### src/rtl/whack_round_ctrl.sv
// Whack-a-mole round sequencer: spawns moles, drives a count-down interval timer, scores hits and misses.
// Optional WRONG_HIT_PENALTY_EN: a wrong-button press in WAIT costs a miss and can end the game at once.
//
// state | meaning
// IDLE  | powered up, waiting for start
// SPAWN | pick next mole (1 cycle), timer held in restart
// WAIT  | mole lit, timer running, waiting for hit or timeout
// GAP   | blank pause between rounds
// DONE  | game over, waiting for start
module whack_round_ctrl #(
    parameter int NUM_MOLES      = 8,
    parameter int ROUNDS         = 16,
    parameter int MAX_MISSES     = 5,
    parameter int START_INTERVAL = 5,
    parameter int LEVEL_HITS     = 4,
    parameter int GAP_CYCLES     = 4
) (
    input  logic                 clk,
    input  logic                 rst_n,
    input  logic                 start,
    input  logic [NUM_MOLES-1:0] hit,
    input  logic                 tmr_timeout,
    output logic                 tmr_rst_n,
    output logic [2:0]           tmr_interval,
    output logic                 tmr_dir,
    output logic [NUM_MOLES-1:0] mole,
    output logic [7:0]           score,
    output logic [3:0]           misses,
    output logic [7:0]           round_cnt,
    output logic                 busy,
    output logic                 game_over
);

    localparam int GW = (GAP_CYCLES > 1) ? $clog2(GAP_CYCLES) : 1;
    localparam logic [3:0]    MAX_M     = 4'(MAX_MISSES);
    localparam logic [7:0]    ROUNDS_L  = 8'(ROUNDS);
    localparam logic [7:0]    LEVEL_L   = 8'(LEVEL_HITS);
    localparam logic [2:0]    START_INT = 3'(START_INTERVAL);
    localparam logic [2:0]    LAST_IDX  = 3'(NUM_MOLES - 1);
    localparam logic [GW-1:0] GAP_LOAD  = GW'(GAP_CYCLES - 1);

    typedef enum logic [2:0] {S_IDLE, S_SPAWN, S_WAIT, S_GAP, S_DONE} state_t;

    state_t          r_state;
    state_t          w_state_nxt;
    logic [15:0]     r_lfsr;
    logic [2:0]      r_prev_mole;
    logic [1:0]      r_blank_cnt;
    logic [GW-1:0]   r_gap_cnt;
    logic [7:0]      r_score;
    logic [3:0]      r_misses;
    logic [7:0]      r_round;
    logic [2:0]      r_interval;

    logic [2:0]           w_idx_raw;
    logic [2:0]           w_idx;
    logic [NUM_MOLES-1:0] w_mole_oh;
    logic                 w_hit_ok;
    logic                 w_to_ok;
    logic                 w_score_inc;
    logic                 w_miss_inc;
    logic                 w_to_gap;
    logic [7:0]           w_score_new;
    logic                 w_level_up;

    assign w_idx_raw = 3'(r_lfsr[2:0] % NUM_MOLES);
    assign w_idx     = (w_idx_raw != r_prev_mole) ? w_idx_raw :
                       (w_idx_raw == LAST_IDX) ? 3'd0 : w_idx_raw + 3'd1;
    assign w_mole_oh = {{(NUM_MOLES-1){1'b0}}, 1'b1} << r_prev_mole;
    assign w_hit_ok  = |(hit & w_mole_oh);
    // Timer restart can leave a stale pulse in flight; blank the first two WAIT cycles.
    assign w_to_ok   = tmr_timeout && (r_blank_cnt == 2'd0);

    assign w_score_new = (r_score == 8'hFF) ? r_score : r_score + 8'd1;
    assign w_level_up  = (r_score != 8'hFF) && ((w_score_new % LEVEL_L) == 8'd0);

    always_comb begin
        w_state_nxt = r_state;
        w_score_inc = 1'b0;
        w_miss_inc  = 1'b0;
        w_to_gap    = 1'b0;
        case (r_state)
            S_IDLE, S_DONE: begin
                if (start) w_state_nxt = S_SPAWN;
            end
            S_SPAWN: w_state_nxt = S_WAIT;
            S_WAIT: begin
                if (w_hit_ok) begin
                    w_score_inc = 1'b1;
                    w_to_gap    = 1'b1;
                    w_state_nxt = S_GAP;
                end else if (w_to_ok) begin
                    w_miss_inc  = 1'b1;
                    w_to_gap    = 1'b1;
                    w_state_nxt = S_GAP;
                end
`ifdef WRONG_HIT_PENALTY_EN
                else if (|(hit & ~w_mole_oh)) begin
                    w_miss_inc = 1'b1;
                    if (r_misses + 4'd1 >= MAX_M) w_state_nxt = S_DONE;
                end
`endif
            end
            S_GAP: begin
                if (r_gap_cnt == '0) begin
                    if (r_misses >= MAX_M || r_round == ROUNDS_L) w_state_nxt = S_DONE;
                    else                                          w_state_nxt = S_SPAWN;
                end
            end
            default: w_state_nxt = S_IDLE;
        endcase
    end

    always_ff @(posedge clk or negedge rst_n) begin
        if (!rst_n) r_state <= S_IDLE;
        else        r_state <= w_state_nxt;
    end

    always_ff @(posedge clk or negedge rst_n) begin
        if (!rst_n) begin
            r_lfsr      <= 16'hACE1;
            r_prev_mole <= 3'd0;
            r_blank_cnt <= 2'd0;
            r_gap_cnt   <= '0;
            r_score     <= 8'd0;
            r_misses    <= 4'd0;
            r_round     <= 8'd0;
            r_interval  <= START_INT;
        end else begin
            // Galois form of x^16+x^14+x^13+x^11
            r_lfsr <= {1'b0, r_lfsr[15:1]} ^ (r_lfsr[0] ? 16'hB400 : 16'h0000);
            case (r_state)
                S_IDLE, S_DONE: begin
                    if (start) begin
                        r_score    <= 8'd0;
                        r_misses   <= 4'd0;
                        r_round    <= 8'd0;
                        r_interval <= START_INT;
                    end
                end
                S_SPAWN: begin
                    r_prev_mole <= w_idx;
                    r_blank_cnt <= 2'd2;
                end
                S_WAIT: begin
                    if (r_blank_cnt != 2'd0) r_blank_cnt <= r_blank_cnt - 2'd1;
                    if (w_score_inc) begin
                        r_score <= w_score_new;
                        if (w_level_up && r_interval > 3'd1) r_interval <= r_interval - 3'd1;
                    end
                    if (w_miss_inc && r_misses < MAX_M) r_misses <= r_misses + 4'd1;
                    if (w_to_gap) begin
                        r_gap_cnt <= GAP_LOAD;
                        if (r_round < ROUNDS_L) r_round <= r_round + 8'd1;
                    end
                end
                S_GAP: begin
                    if (r_gap_cnt != '0) r_gap_cnt <= r_gap_cnt - GW'(1);
                end
                default: ;
            endcase
        end
    end

    // Derived from state so reset blanks the mole without waiting for a clock edge.
    assign mole         = (r_state == S_WAIT) ? w_mole_oh : '0;
    assign tmr_rst_n    = (r_state == S_WAIT);
    assign tmr_dir      = 1'b0;
    assign tmr_interval = r_interval;
    assign score        = r_score;
    assign misses       = r_misses;
    assign round_cnt    = r_round;
    assign busy         = (r_state != S_IDLE) && (r_state != S_DONE);
    assign game_over    = (r_state == S_DONE);

endmodule

### config.mk
export PLATFORM = sky130hd
export DESIGN_NAME = whack_round_ctrl
export DESIGN_NICKNAME = d
export VERILOG_FILES = /design/src/rtl/whack_round_ctrl.sv
export SDC_FILE = /design/constraint.sdc
export NUM_CORES = 1
export LEC_CHECK = 0
export CAP_MARGIN = 40
export CORE_MARGIN = 2
export CORE_UTILIZATION = 40
export DETAILED_ROUTE_END_ITERATION = 10
export GPL_ROUTABILITY_DRIVEN = 0
export SYNTH_ARGS = -nofsm -noshare
export SYNTH_HDL_FRONTEND = slang
export SYNTH_SLANG_ARGS = --single-unit
### constraint.sdc
create_clock -name clk -period 2.6 [get_ports clk]
set_input_delay 0.65 -clock clk [delete_from_list [all_inputs] [get_ports clk]]
set_output_delay 0.65 -clock clk [all_outputs]
set_load 0.01 [all_outputs]
==> impl_metrics.toml <==
[run_status]
outcome = "completed"

[sta]
timing.final.crit_share = 0.924
finalCriticalPeriod_ns = 2.40
slew_viol_final = 0
rsz0062_at_grt = "false"
fin_worst_skew_ns = 0.00944
setup-tns-final_ns = 0
tightestPinTransition_ns = 0.511
setup_viol = 0
relSlewSlack = 0.657
fin_ws_ns = 0.197
finalHoldViolCount = 0
fmaxAchievable_ghz = 0.416
hold_ws_ns = 0.320

[routing]
vias = 1977
drt_pass1_iterations = 4
wl_per_cell_um = 14.0
wl_um = 5360
drc = 0
ant_nets = 0
initialDrtViolationCount = 50
avgViaCountPerCell = 5.15

[clock_network]
cts.sinks = 49
cts_buffer_depth = 2
clkSlewWorstSetupHoldPaths_ns = 0.09
ctsHoldBuffers = 0
cts_buffers = 5
cts_max_level = 2
cts_tree = "built"
clk_latency_ns = 0.30
cts-root-buf = "clkbuf_8"

[grt]
grt_max_degree = 50
grt.busiest_layer = "met2"
met3_usage = 0.0354
grt_pass1_vias = 1914
grtUsageMet1 = 0.227
met2_usage = 0.246
grt_pass1_wl_um = 9230
antenna_found_initial = 0
grt.total_usage = 0.160
grt.overflow.total = 0

[yosys]
ys_seq_area_frac = 0.477
synthFlopType = "dfrtp_1"
synth_area_leaders = "dfrtp_1, dfstp_2, ha_1, o21ai_0, nor2_1"
netlist_instances = 249
synth_top_area_cell = "dfrtp_1"
synth_area_um2 = 2600
synth_nets = 273
synth_warnings = 0
syn_area_per_cell_um2 = 10.4
ys_ff_latch = 49
synth_top_area_share = 0.376
synth.most_common_cell = "dfrtp_1"
ys_top_cells_by_count = "dfrtp_1, nor2_1, o21ai_0, inv_1, nand2_1"
synth.distinct_cells = 49
synth-edff-count = 0
synthArstFlopShare = 1.00

[run]
maxCapViolations = 0

[pwr]
power.internal_mw = 1.92
power_mw = 3.16
ir_drop_mv = 0.444
switching_share = 0.391
clkPwrFrac = 0.160
power_density_nw_per_um2 = 961
seqPwrFrac = 0.374
p_sw_mw = 1.24
combPwrFrac = 0.466
leakagePower_nw = 1.53

[setup_path]
cpMaxStageDelayCell = "or3b_4"
critPathLaunchType = "flip-flop"
crit_arrival_ns = 1.75
slowest_delay_ns = 0.44
worstSetupEndpointType = "output port"
crit_chain = "or3b_4 > clkinv_2 > nand2_1 > nor3_1 > dlygate4sd2_1"
cp_max_fo = 8
path_class = "flip-flop to output port"
required_ns = 1.95

[place]
place_inst = 375
portBuffers = 45
placed_area_um2 = 3180
place_ws_ns = 0.208
dp_hpwl_um = 3930

[floorplan]
fp.dieW_um = 84.6
start_util = 0.412
core_area_um2 = 6310
io_pins = 47
fp.dieH_um = 84.6
dieArea_um2 = 7160
row_count = 29

[cells_and_area]
fin_area_um2 = 3290
utilization = 0.521
drive_above_1_share = 0.163
area_growth_pct = 26.5
finalNonFillerCells = 384
finalNetCount = 330
antenna_cells = 0

[hold_path]
hold_path_class = "primary input to async pin"
-- state kept, by name (all words and copies together), names as in the netlist --
| signal | count |
|---|---|
| misses | 4 |
| r_blank_cnt | 2 |
| r_gap_cnt | 2 |
| r_lfsr | 16 |
| r_prev_mole | 3 |
| r_state | 3 |
| round_cnt | 8 |
| score | 8 |
| tmr_interval | 3 |
-- placed cells by master (no fill, tap or decap), drive strengths merged, types with 10 or more instances in the layout --
cell type | Yosys | final
a21oi | 10 | 10
dfstp | 10 | 10
nor2 | 21 | 21
o21ai | 20 | 20
buf | 5 | 14
mux2i | 10 | 10
nand3 | 12 | 12
ha | 12 | 12
clkdlybuf4s50 | 0 | 35
inv | 17 | 18
dfrtp | 39 | 39
nand2 | 15 | 15
nor3 | 11 | 11
-- worst max-delay path, delay by kind of cell (launching register included) --
family        cells  cell delay [ns]
flops             1             0.41
buf+inv           2             0.36
simple gates      3             0.69
-- power groups by stage --
stage	registers (mW)	logic [mW]	clock network, mW
floorplan	1.16	1.02	0
global placement	1.20	1.48	0
detailed placement	1.20	1.50	0
CTS	1.18	1.49	0.528
global route	1.22	1.64	0.554
finish	1.18	1.47	0.505
-- timing repair --
action,in CTS,in global routing
endpoints found under the setup margin,8,1
buffers inserted,0,1
gates resized for setup,8,1
-- cells by family after synthesis --
group	share of synthesized area
adders and majority gates	0.0578
and+or+nand+nor	0.179
buffers and inverters	0.0496
other	0.00144
AOI/OAI and AO/OA	0.151
xor gates and xnor gates	0.0236
muxes	0.0616
DFF	0.477
-- cell type report --
cell class | count | area, um2
Fill cell | 613 | 3030
Timing Repair Buffer | 58 | 548
Clock inverter | 1 | 8.76
Multi-Input combinational cell | 174 | 1230
Sequential cell | 49 | 1240
Tap cell | 77 | 96.3
Inverter | 18 | 68.8
Clock buffer | 7 | 96.3
-- path summary, 6_finish.rpt --
kind,start,to,slack [ns],depth (start not counted)
max,r_state[2]$_DFFE_PN0P_,mole[4],0.20,5
min,rst_n,r_prev_mole[1]$_DFFE_PN0P_,0.32,2
max reg2reg,r_prev_mole[0]$_DFFE_PN0P_,misses[3]$_DFFE_PN0P_,0.50,6
min reg2reg,r_lfsr[6]$_DFF_PN1_,r_lfsr[5]$_DFF_PN1_,0.35,0
max in group asynchronous,rst_n,tmr_interval[0]$_DFFE_PN1P_,2.01,2
min in group clk,r_lfsr[6]$_DFF_PN1_,r_lfsr[5]$_DFF_PN1_,0.35,0
-- per-layer routing --
layer  vias to the layer above  part of all wire
li1                        990                 -
met1                       941              0.50
met2                        41              0.44
met3                         5             0.046
met4                         0             0.011
met5                         -                 0
(Power assumes the default switching activity.)
